[src/rtl/tohost_ctrl.sv]
// tohost_ctrl: host-interface controller snooping the core dmem write channel.
// Writes to TOHOST_ADDR carry a command in wdata[17:16]: 01 = console put,
// 10 = exit. Console bytes are queued in a first-word-fall-through FIFO.
// An exit latches the exit code, waits for the FIFO to drain plus a fixed
// delay, then raises a sticky finish flag. Cycle/instret counters freeze at finish.
// Optional build macro: TOHOST_DROP_EN (discard puts while full instead of
// back-pressuring the core, and count the discarded bytes).
//
// state | meaning
// RUN   | normal operation, puts queued, exit accepted
// DRAIN | exit seen, writes ignored, waiting for console FIFO to empty
// HOLD  | FIFO empty, counting down the finish delay
// DONE  | finish_o high, counters frozen, terminal until reset
module tohost_ctrl #(
  parameter int              XLEN         = 32,
  parameter logic [XLEN-1:0] TOHOST_ADDR  = 32'h4000_0000,
  parameter int              FIFO_DEPTH   = 8,
  parameter int              FINISH_DELAY = 2
) (
  input  logic            aclk_i,
  input  logic            areset_ni,
  input  logic            wvalid_i,
  output logic            wready_o,
  input  logic [XLEN-1:0] waddr_i,
  input  logic [XLEN-1:0] wdata_i,
  output logic            con_valid_o,
  input  logic            con_ready_i,
  output logic [7:0]      con_data_o,
  input  logic            valid_instr_i,
  output logic            finish_o,
  output logic [15:0]     exit_code_o,
  output logic [63:0]     cycle_o,
  output logic [63:0]     instret_o,
  output logic [15:0]     drop_cnt_o
);

  localparam int PW = $clog2(FIFO_DEPTH);
  // Delay counter holds FINISH_DELAY-1, which always fits in clog2(FINISH_DELAY) bits.
  localparam int DW = (FINISH_DELAY > 1) ? $clog2(FINISH_DELAY) : 1;
  localparam logic [PW:0]   DEPTH_C  = (PW+1)'(FIFO_DEPTH);
  localparam logic [DW-1:0] DLY_LOAD = DW'(FINISH_DELAY - 1);

  typedef enum logic [1:0] {S_RUN, S_DRAIN, S_HOLD, S_DONE} state_t;

  state_t          state_q, state_d;
  logic [7:0]      mem_q [FIFO_DEPTH];
  logic [PW-1:0]   rd_ptr_q, wr_ptr_q;
  logic [PW:0]     count_q;
  logic [DW-1:0]   dly_q;
  logic            finish_q;
  logic [15:0]     exit_code_q;
  logic [63:0]     cycle_q, instret_q;

  logic hit, put, ext, full, push, pop, drained;
  logic unused_wdata;

  assign hit  = (waddr_i == TOHOST_ADDR);
  assign put  = hit && (wdata_i[17:16] == 2'b01);
  assign ext  = hit && (wdata_i[17:16] == 2'b10);
  assign full = (count_q == DEPTH_C);
  assign unused_wdata = ^wdata_i[XLEN-1:18];

  // State register
  always_ff @(posedge aclk_i) begin
    if (!areset_ni) state_q <= S_RUN;
    else            state_q <= state_d;
  end

  // Next-state logic; a pop of the last byte counts as drained in the same cycle
  always_comb begin
    state_d = state_q;
    case (state_q)
      S_RUN:   if (wvalid_i && ext) state_d = S_DRAIN;
      S_DRAIN: if (drained) state_d = (FINISH_DELAY == 1) ? S_DONE : S_HOLD;
      S_HOLD:  if (dly_q <= DW'(1)) state_d = S_DONE;
      S_DONE:  state_d = S_DONE;
      default: state_d = S_RUN;
    endcase
  end

  // Output / handshake decode
  always_comb begin
    pop     = (count_q != '0) && con_ready_i;
    push    = (state_q == S_RUN) && wvalid_i && put && !full;
    drained = (count_q == '0) || ((count_q == (PW+1)'(1)) && pop);
`ifdef TOHOST_DROP_EN
    wready_o = 1'b1;
`else
    wready_o = !areset_ni || !(put && full && (state_q == S_RUN));
`endif
  end

  // FIFO storage; emptiness is tracked by the pointers so no reset needed here
  always_ff @(posedge aclk_i) begin
    if (push) mem_q[wr_ptr_q] <= wdata_i[7:0];
  end

  // FIFO pointers and occupancy
  always_ff @(posedge aclk_i) begin
    if (!areset_ni) begin
      rd_ptr_q <= '0;
      wr_ptr_q <= '0;
      count_q  <= '0;
    end else begin
      if (push) wr_ptr_q <= wr_ptr_q + PW'(1);
      if (pop)  rd_ptr_q <= rd_ptr_q + PW'(1);
      case ({push, pop})
        2'b10:   count_q <= count_q + (PW+1)'(1);
        2'b01:   count_q <= count_q - (PW+1)'(1);
        default: count_q <= count_q;
      endcase
    end
  end

  // Finish delay down-counter, loaded on leaving DRAIN
  always_ff @(posedge aclk_i) begin
    if (!areset_ni)                          dly_q <= '0;
    else if (state_q == S_DRAIN && drained)  dly_q <= DLY_LOAD;
    else if (state_q == S_HOLD && dly_q != '0) dly_q <= dly_q - DW'(1);
  end

  // Exit code, finish flag and free-running counters
  always_ff @(posedge aclk_i) begin
    if (!areset_ni) begin
      exit_code_q <= '0;
      finish_q    <= 1'b0;
      cycle_q     <= '0;
      instret_q   <= '0;
    end else begin
      if (state_q == S_RUN && wvalid_i && ext) exit_code_q <= wdata_i[15:0];
      finish_q <= (state_d == S_DONE);
      if (state_q != S_DONE) begin
        cycle_q   <= cycle_q + 64'd1;
        instret_q <= instret_q + 64'(valid_instr_i);
      end
    end
  end

`ifdef TOHOST_DROP_EN
  logic [15:0] drop_q;
  logic        drop;
  assign drop = (state_q == S_RUN) && wvalid_i && put && full;

  // Saturating count of console bytes discarded while full
  always_ff @(posedge aclk_i) begin
    if (!areset_ni)                      drop_q <= '0;
    else if (drop && drop_q != 16'hFFFF) drop_q <= drop_q + 16'd1;
  end
  assign drop_cnt_o = drop_q;
`else
  assign drop_cnt_o = '0;
`endif

  assign con_valid_o = (count_q != '0);
  assign con_data_o  = mem_q[rd_ptr_q];
  assign finish_o    = finish_q;
  assign exit_code_o = exit_code_q;
  assign cycle_o     = cycle_q;
  assign instret_o   = instret_q;

endmodule

[config.mk]
export PLATFORM = sky130hd
export DESIGN_NAME = tohost_ctrl
export DESIGN_NICKNAME = d
export VERILOG_FILES = /design/src/rtl/tohost_ctrl.sv
export SDC_FILE = /design/constraint.sdc
export NUM_CORES = 1
export LEC_CHECK = 0
export ABC_AREA = 1
export BUFFER_PORTS_ARGS = -buffer_cell sky130_fd_sc_hd__buf_2
export CAP_MARGIN = 0
export CORE_MARGIN = 2
export CORE_UTILIZATION = 50
export CTS_CLUSTER_SIZE = 14
export DETAILED_ROUTE_END_ITERATION = 7
export GPL_TIMING_DRIVEN = 0
export PLACE_DENSITY_LB_ADDON = 0.2
export SKIP_LAST_GASP = 1
export SYNTH_ARGS = -nofsm -noshare
export SYNTH_HDL_FRONTEND = slang
export SYNTH_SLANG_ARGS = --single-unit
[constraint.sdc]
create_clock -name aclk_i -period 5.9 [get_ports aclk_i]
set_clock_uncertainty 0.15 [all_clocks]
set_input_delay 0.295 -clock aclk_i [delete_from_list [all_inputs] [get_ports aclk_i]]
set_output_delay 0.295 -clock aclk_i [all_outputs]
set_load 0.1 [all_outputs]
# Word-level counts from Yosys, hierarchy flattened
# Memory sizes are Yosys's and may differ from the RTL's. A register that Yosys moved wholly into a read port is not among the register bits.
# Index checks and enable logic that the tools add are counted.
# totals
ff_bits,158
mem_bits_rw,64
input_bits,69
out_inout_bits,171
word_cells,64
memories,1
# classes
addsub,7
order_cmp,1
eq_ne,12
n_mux,11
n_reduce_logical,23
# memory_table
memory,words,word_bits,read_ports,rd_ports_with_merged_regs,wr,line,text
mem_q,8,8,1,1,1,46,logic [7:0] mem_q [FIFO_DEPTH];
# ops
cell,n
64-bit by 1-bit adder with 64-bit output,1
"64-bit by 1-bit adder with 64-bit output, second input constant",1
"32-bit by 31-bit == test with 1-bit output, second input constant",1
1-bit logical AND,13
"2-bit == test, second input constant",5
2-bit case mux with 4 select lines,1
4-bit case mux with 2 select lines,1
"3-bit by 1-bit adder with 3-bit output, second input constant",2
"2-bit by 1-bit == test with 1-bit output, second input constant",3
2-bit 2-to-1 mux,3
3-bit 2-to-1 mux,2
"4-bit by 1-bit adder with 4-bit output, second input constant",1
"4-bit by 1-bit == test with 1-bit output, second input constant",1
"4-bit == test, second input constant",1
4-bit logical NOT,1
1-bit 2-to-1 mux,4
2-bit nonzero test,2
4-bit nonzero test,1
"4-bit by 1-bit subtractor with 4-bit output, second input constant",1
1-bit logical NOT,3
2-bit logical NOT,1
1-bit logical OR,2
"2-bit != test, second input constant",1
"1-bit less-or-equal comparator, second input constant",1
"1-bit subtractor, second input constant",1

# Depth between registers and ports, before layout
# Gate-level depths: netlist (run 1).
# depth
depth_word,7
mapped_depth,13

# Worst setup path after synthesis (run 1)
# No wires, ideal clock.
# synth_timing
path_type,register to register
from,reg count_q[0]
to,reg count_q[3]
setup_time_ps,70
arrival_ps,2437
required_time_ps,5680
setup_slack_ps,3243
path_stages_with_launch,12
n_path_buf,0
period_less_slack_ps,2657
cell_sequence,dfxtp_1 -> inv_1 -> ha_1 -> inv_1 -> nor3_1 -> inv_1 -> nand2_1 -> inv_1 -> ha_1 -> o31ai_1 -> o21ai_0 -> a21oi_1
# synth_via
word_cells_on_any_way,11
classes_between,add/sub: 2; eq/ne: 3; mux: 1; reduce/logical: 5
# synth_rtl
element,line,text
start: declaration,48,logic [PW:0] count_q;
start signal: assignment,108,2'b10: count_q <= count_q + (PW+1)'(1);
start signal: assignment,109,2'b01: count_q <= count_q - (PW+1)'(1);
start signal: assignment,110,default: count_q <= count_q;
4-bit nonzero test (*),--,
net con_valid_o,26,"output logic con_valid_o,"
1-bit logical AND (*),83,pop = (count_q != '0) && con_ready_i;
net pop,54,"logic hit, put, ext, full, push, pop, drained;"
2-bit by 1-bit == test with 1-bit output or 2-bit == test (tied branches),107,"case ({push, pop})"
4-bit case mux with 2 select lines or 2-bit nonzero test (tied branches),--,
# The timed path passes the listed nets; every way through them passes the cells marked *.
# A chain may end at the register's enable or synchronous reset.

# Worst setup path in the final report (run 1)
# layout_timing
from,reg count_q[0]
to,mem mem_q[2][1] (enable)
# layout_via
elab_chain_cells,5
# layout_rtl
element,line,text
4-bit == test,60,assign full = (count_q == DEPTH_C);
1-bit logical NOT,84,push = (state_q == S_RUN) && wvalid_i && put && !full;
1-bit logical AND,84,
1-bit 2-to-1 mux,95,if (push) mem_q[wr_ptr_q] <= wdata_i[7:0];
1-bit 2-to-1 mux (implied by the code),95,
end: declaration,46,
# Every way passes these cells.

==> flow_summary.toml, run 1 <==
[detailed_routing]
wirelength_um = 34300
postRouteAntennaNets = 0
via_count = 11800
drt_iter0_drc = 851
viasPerCell = 5.15
first_pass_iters = 5
drc = 0
avgRoutedWirePerCell_um = 15.0

[clock_network]
cts_tree = "done"
ctsResizeCount = 0
path_clk_slew_ps = 60
ctsHoldBuffers = 17
clk_path_buf_depth = 3
cts_buffers = 25
htree_levels = 1
ctsRootBufferMaster = "clkbuf_16"
worstSkewPairLatency_ps = 520
clock-sinks = 224
cts_setup_buffers = 0

[timing]
rsz0062_at_grt = "false"
slew_viol_final = 0
worst_pin_slew_ps = 1220
setup_ws_ps = 2930
relSlewSlack_pct = 18.0
period_needed_ps = 2970
finalSetupViolCount = 0
fin_crit_sh_pct = 50.3
hold_violations = 0
max_freq_mhz = 337
whs_ps = 20.6
fin_setup_tns_ps = 0

[synth]
synth_ff_type = "dfxtp_1"
synthArstFlopShare_pct = 0
ys_ff_latch = 224
synth_edf_count = 64
synth_cell_type_count = 45
avgSynthCellArea_um2 = 6.91
synthCells = 1695
synthesis.area_um2 = 11700
yosysSeqAreaShare_pct = 43.8
yosysWarnings = 0

[job]
max-cap-violations = 0

[global_route]
grt_pass1_wl_um = 53300
grt_start_max_net_pins = 14
first_global_vias = 10800
grt_usage_pct = 27.2
antenna_found_initial = 1
grt_overflow = 0

[die]
ios = 240
std_cell_rows = 55
die_width_um = 157
coreArea_um2 = 22800
die-area_um2 = 24700
start_util_pct = 51.2
die_y_um = 157

[status]
status = "finished clean"

[power]
power_density_nw_per_um2 = 254
p_leak_nw = 5.78
p_total_mw = 3.59
peakVddDrop_uv = 191

[cells_and_area]
drive_above_1_share_pct = 16.3
fin_nets = 2041
mostFrequentLayoutCells = "456 x nor2_1, 409 x nand2_1, 213 x buf_2"
final_common_cell = "nor2_1"
stdcell_area_um2 = 14100
synthToLayoutAreaGrowth_pct = 20.7

[worst_setup_path]
path_max_fanout = 9
worst_setup_path_start_kind = "flop"
critical_path_class = "flop to flop"
critPathRequiredTime_ps = 5870
worst_ep_arrival_time_ps = 2940
critPathCaptureType = "flop"

[placement]
place.gp.congestion = 0.908
dp_hpwl_um = 26100
place_ws_ps = 2770
port_buffers = 209
placed_area_um2 = 13200

[worst_hold_path]
hp-class = "primary input to flop"
flip-flops by register name, summed over array words and instances, names as in the netlist, named ones only:
signal and flops:
wr_ptr_q 3, exit_code_o 16, state_q 2, cycle_o 64, finish_o 1, mem_q 64, count_q 4, rd_ptr_q 3
instret_o 64
per-stage QoR:
stage | utilization, % | instances
finish | 61.9 | 2295
global route | 61.9 | 2295
CTS | 61.8 | 2294
detailed placement | 57.8 | 2232
global placement | 57.8 | 2232
floorplan | - | 1710
routing by layer:
| metal | vias up | wire length (µm) | track usage, % |
|---|---|---|---|
| li1 | 5968 | - | - |
| met1 | 5338 | 14700 | 34.9 |
| met2 | 434 | 15700 | 45.8 |
| met3 | 77 | 2940 | 5.62 |
| met4 | 0 | 1020 | 9.05 |
| met5 | - | 0 | 0 |
worst max-delay path: stages (launching register included):
cell	delay (ps)
dfxtp_1	390
inv_1	110
ha_1	220
nand2_1	70
nor2_1	60
nor2_1	180
nand3_1	350
nor3_1	1050
kinds of logic (layout without fill, tap and decap cells):
kind of cell | after synthesis | in the layout | synth area share (%)
flip-flops | 224 | 224 | 43.8
buffers and inverters | 209 | 480 | 7.43
AO/OA/AOI/OAI | 166 | 166 | 7.94
other | 1 | 17 | 0.0320
AND/OR/NAND/NOR | 1075 | 1075 | 39.0
XOR/XNOR | 11 | 11 | 0.823
adder cells (fa/ha/maj) | 9 | 9 | 0.962
power breakdown:
group	leakage [nW]	switching, mW	internal [mW]
clock network	0.366	0.617	0.819
registers	1.86	0.0153	1.59
logic	3.55	0.423	0.122
total	5.78	1.06	2.54
cells in the mapped netlist, types with 16 or more instances:
cell,instances,area (µm²)
nor2_2,16,100
dfxtp_1,160,3200
clkbuf_1,21,78.8
edfxtp_1,64,1920
buf_4,17,128
inv_1,151,567
o21ai_0,74,370
o32ai_1,16,140
nand2_1,409,1540
nand4_1,36,225
nor2_1,456,1710
nor3_1,25,125
nand3_1,89,445
a21oi_1,56,280
area by class of cell:
type	count	area [µm²]
Clock inverter	15	100
Antenna cell	1	2.50
Clock buffer	30	644
Tap cell	313	392
Inverter	158	594
Multi-Input combinational cell	1277	5780
Buffer	51	275
Fill cell	2163	8710
Sequential cell	224	5120
Timing Repair Buffer	226	1220
final timing paths:
path	from	endpoint	slack (ps)	cells past startpoint
hold reg to reg	rd_ptr_q[2]	flop	310	2
hold / removal	wdata_i[17]	wr_ptr_q[2]	20	4
setup reg to reg	count_q[0]	mem_q[2][1]	2930	7
setup / recovery	count_q[0]	mem_q[2][1]	2930	7
Power figures use the tool's default switching activity.
==> inputs of run 2 (changes only) <==
- clock period: 5.9 -> 2.9 ns (I/O delays scaled with it)
==> run 2 against run 1 <==
  * Sequential power rose by 100%
  * Global-route usage increased by 0.071 points
  * Combinational power up 110%
  * Sequential share of layout area shrank 0.15 points
  * Die area stayed put
  * Worst hold slack improved by 49 ps
  * Largest cell class unchanged
  * Largest power group unchanged
==> flow_summary.toml, run 2 (synthesis results as in run 1) <==
[detailed_routing]
first_pass_iters = 6
wl_met2_um = 15800
routed.top_layer = "met4"
viasPerCell = 5.16
met1_length_um = 14800
wl_met3_um = 2880
wirelength_um = 34400
drt_iter0_drc = 851
postRouteAntennaNets = 0
avgRoutedWirePerCell_um = 15.0
via_count = 11900
drc = 0

[cells_and_area]
stdcell_area_um2 = 14200
mostFrequentLayoutCells = "456 x nor2_1, 409 x nand2_1, 213 x buf_2"
drive_above_1_share_pct = 16.3
fin_nets = 2046
n_antenna_cell = 0
final_common_cell = "nor2_1"
synthToLayoutAreaGrowth_pct = 21.2

[timing]
max_freq_mhz = 369
setup_ws_ps = 193
fin_crit_sh_pct = 93.3
finalSetupViolCount = 0
hold_violations = 0
rsz0062_at_grt = "false"
period_needed_ps = 2710
worst_pin_slew_ps = 933
fin_setup_tns_ps = 0
relSlewSlack_pct = 37.6
slew_viol_final = 0

[status]
status = "finished clean"

[power]
power.internal_mw = 5.16
pwr-share-clk_pct = 39.9
peakVddDrop_uv = 388
p_leak_nw = 5.80
pwr-share-seq_pct = 44.8
p_comb_share_pct = 15.3
power_switching_mw = 2.15
power_density_nw_per_um2 = 515
p_total_mw = 7.31
power_switching_share_pct = 29.4

[clock_network]
worstSkewPairLatency_ps = 520
cts_tree = "done"
htree_levels = 1
ctsRootBufferMaster = "clkbuf_16"
clk_path_buf_depth = 3
cts_buffers = 25
clock-sinks = 224
path_clk_slew_ps = 60

[worst_setup_path]
path_max_fanout = 10
slowest_stage = "clkbuf_1"
path_depth = 7
rr_worst_depth = 7
critPathRequiredTime_ps = 2610
critical_path_class = "flop to primary output"
critPathCaptureType = "primary output"
path_cells = "inv_1 -> clkbuf_1 -> nor2_1 -> o32ai_1 -> nand2_1 -> nand2_1 -> buf_2"
slowest_delay_ps = 450
worst_ep_arrival_time_ps = 2410
crit_family = "buffers and inverters"
worst_setup_path_start_kind = "flop"
cpMostUsedCell = "nand2_1"
crit_buf_inv = 3

[die]
die_width_um = 157
die-area_um2 = 24700
start_util_pct = 51.2
std_cell_rows = 55
coreArea_um2 = 22800
die_y_um = 157
ios = 240

[worst_hold_path]
hold_depth = 8
hp-class = "primary input to flop"

[placement]
place.gp.congestion = 0.908
placed_area_um2 = 13200
dp_hpwl_um = 26100
port_buffers = 209
place_ws_ps = -145

[global_route]
antenna_found_initial = 0
grt_overflow = 0
first_global_vias = 10800
grt_start_max_net_pins = 14
grt_usage_pct = 27.2
grt_pass1_wl_um = 53500

[job]
max-cap-violations = 0
==> run 2: cell types whose count changed in the layout (fill, tap and decap cells not counted), sizes merged <==
cell	before	now
dlygate4sd3	17	22
diode	1	0
==> run 2: path summary, 6_finish.rpt <==
check	from	to	slack (ps)
worst max register to register	count_q[0]	mem_q[1][2]	290
worst min register to register	rd_ptr_q[2]	flop	310
worst max-delay path	flop	con_data_o[7]	190
worst min-delay path	waddr_i[0]	exit_code_o[3]	70
==> run 2: final cells by class <==
| class | count | area [µm²] |
|---|---|---|
| fill | 2156 | 8660 |
| multi-input combinational | 1277 | 5790 |
| sequential | 224 | 5120 |
| timing repair buffer | 231 | 1270 |
| clock buffer | 30 | 644 |
| inverter | 158 | 594 |
| tap | 313 | 392 |
| buffer | 51 | 275 |
| clock inverter | 15 | 100 |
==> run 2: what timing repair did <==
item,4_1_cts,5_1_grt
buffers inserted,0,0
hold buffers,22,0
setup endpoints to repair,32,9
cloned,0,0
gates resized for setup,1,2
hold endpoints to repair,92,0
==> run 2: worst register-to-register path, delay by kind of cell, from the launching register on <==
kind                     cells  cell delay [ps]
buffers and inverters        1              110
adder cells (fa/ha/maj)      1              220
flip-flops                   1              390
AND/OR/NAND/NOR              5             1370
==> run 2: power by group through the flow <==
stage          clock (mW)  sequential, mW  combinational [mW]
6_report             2.92            3.27                1.12
3_5_place_dp            0            3.34                1.09
4_1_cts              2.96            3.27                1.11
3_3_place_gp            0            3.34                1.07
2_1_floorplan           0            3.38               0.804
5_1_grt              3.09            3.28                1.19
==> run 2: per-stage QoR <==
stage / std cells / utilization (%) / hold WS (ps)
global route: 2299 / 62.1 / 141
CTS: 2299 / 62.0 / 32.3
detailed placement: 2232 / 57.8 / 255
floorplan: 1710 / - / 93.9
finish: 2299 / 62.1 / 69.8
global placement: 2232 / 57.8 / 245
==> run 2: routing by layer <==
metal  global-route usage [%]  vias up
met2                     46.1      448
met4                     8.92        0
met5                        0        -
met1                     34.9     5353
met3                     5.62       76
li1                         -     5980
==> inputs of run 3 (changes only) <==
- clock period: 2.9 -> 2.2 ns (I/O delays scaled with it)
==> run 3 against run 2 <==
  * First-iteration DRC count increased by 6.9%
  * Worst hold slack got worse by 40 ps
  * Wire length increased by 4.3%
  * Critical path type unchanged
  * Largest power group unchanged
==> flow_summary.toml, run 3 (synthesis results as in run 1) <==
[die]
coreArea_um2 = 22800
std_cell_rows = 55
die_width_um = 157
die_y_um = 157
ios = 240
start_util_pct = 51.2
die-area_um2 = 24700

[timing]
finalSetupViolCount = 0
relSlewSlack_pct = 48.0
whs_ps = 29.9
slew_viol_final = 0
rsz0062_at_grt = "true"
fin_setup_tns_ps = 0
fin_crit_sh_pct = 96.8
hold_violations = 0
setup_ws_ps = 71.1
period_needed_ps = 2130
max_freq_mhz = 470
worst_pin_slew_ps = 780

[clock_network]
worstSkewPairLatency_ps = 520
ctsRootBufferMaster = "clkbuf_16"
cts_tree = "done"
htree_levels = 1
cts_buffers = 25
clk_path_buf_depth = 3
path_clk_slew_ps = 60
clock-sinks = 224

[cells_and_area]
final_common_cell = "nor2_1"
fill_cells = 2081
drive_above_1_share_pct = 23.2
stdcell_area_um2 = 14900
stdcell_count = 2319
mostFrequentLayoutCells = "443 x nor2_1, 407 x nand2_1, 205 x buf_2"
synthToLayoutAreaGrowth_pct = 27.3
fin_nets = 2064

[power]
pwr-share-clk_pct = 40.9
power_switching_mw = 2.96
peakVddDrop_uv = 487
power_density_nw_per_um2 = 691
p_comb_share_pct = 17.0
p_leak_nw = 6.08
power.internal_mw = 7.33
pwr-share-seq_pct = 42.1
power_switching_share_pct = 28.7

[detailed_routing]
first_pass_iters = 6
viasPerCell = 5.22
drt_iter0_drc = 910
avgRoutedWirePerCell_um = 15.5
drc = 0
postRouteAntennaNets = 0
wirelength_um = 35900
via_count = 12100

[placement]
dp_hpwl_um = 26200
place_ws_ps = -818
dpl.cell_count = 2232
port_buffers = 209
place.gp.congestion = 0.920
placed_area_um2 = 13300

[worst_setup_path]
worst_setup_path_start_kind = "flop"
worst_ep_arrival_time_ps = 1870
critPathRequiredTime_ps = 1940
cpMostUsedCell = "nand2_1"
critical_path_class = "flop to primary output"
slowest_delay_ps = 390
r2r_slack_ps = 70
critPathCaptureType = "primary output"
slowest_stage = "dfxtp_2"
path_max_fanout = 10
path_cells = "clkbuf_8 -> nor2_1 -> o32ai_1 -> nand2_1 -> nand2_1 -> buf_12"

[global_route]
antenna_found_initial = 0
grt_start_max_net_pins = 14
grt_usage_pct = 28.1
grt_pass1_wl_um = 55100
first_global_vias = 10900
grt_overflow = 0

[status]
status = "finished clean"

[worst_hold_path]
hp-class = "primary input to flop"

[job]
max-cap-violations = 0
## run 3: changes by cell type in the layout (fill, tap and decap cells not counted), moves of 8 or more
cell | previous run | this run
buf_2 | 213 | 205
dfxtp_1 | 160 | 79
dfxtp_2 | 0 | 79
clkbuf_1 | 26 | 17
buf_4 | 17 | 31
nor2_1 | 456 | 443
## run 3: layout make-up
type / instances / area, µm² / share of cell area, %
clock inverters: 13 / 149 / 0.999
multi-input cells: 1277 / 5980 / 40.1
flip-flops and latches: 224 / 5230 / 35.1
plain buffers: 50 / 317 / 2.12
repair buffers: 250 / 1550 / 10.4
inverters: 158 / 604 / 4.06
diodes: 1 / 2.50 / 0.0168
clock buffers: 33 / 676 / 4.53
well taps: 313 / 392 / 2.63
## run 3: metal layers
layer,up-vias,global-route usage [%],part of all wire [%]
met4,0,9.91,3.3
met5,-,0,0
met2,490,47.7,47
li1,6024,-,-
met1,5508,36.4,42
met3,83,4.57,8.3
## run 3: final timing paths
check / from / endpoint / cells past startpoint
max: flop / con_data_o[5] / 6
min: waddr_i[16] / exit_code_o[1] / 8
max reg2reg: count_q[1] / mem_q[5][6] / 11
min reg2reg: cycle_o[5] / cycle_o[5] / 2
## run 3: what timing repair did
action / in CTS / in global routing
hold buffers: 21 / 0
buffers inserted: 16 / 4
endpoints found under the hold margin: 97 / 0
setup endpoints to repair: 77 / 90
gates resized for setup: 56 / 54
pin swaps: 7 / 9
## run 3: through the flow
step	power (mW)	util, %
after floorplan	5.53	-
after global placement	5.83	58.2
after detailed placement	5.84	58.2
after CTS	10.2	64.3
after global routing	10.6	65.2
final	10.3	65.2
## run 3: worst max-delay path, delay by kind of cell, from the launching register on
kind	cells	cell delay, ps
buffers and inverters	2	390
and+or+nand+nor	3	310
AOI/OAI and AO/OA	1	260
DFF	1	390
## run 3: power groups by stage
stage | Sequential [mW] | Combinational [mW] | Clock, mW
6_report | 4.33 | 1.75 | 4.21
2_1_floorplan | 4.46 | 1.07 | 0
3_3_place_gp | 4.40 | 1.42 | 0
3_5_place_dp | 4.40 | 1.44 | 0
5_1_grt | 4.33 | 1.86 | 4.42
4_1_cts | 4.32 | 1.60 | 4.26
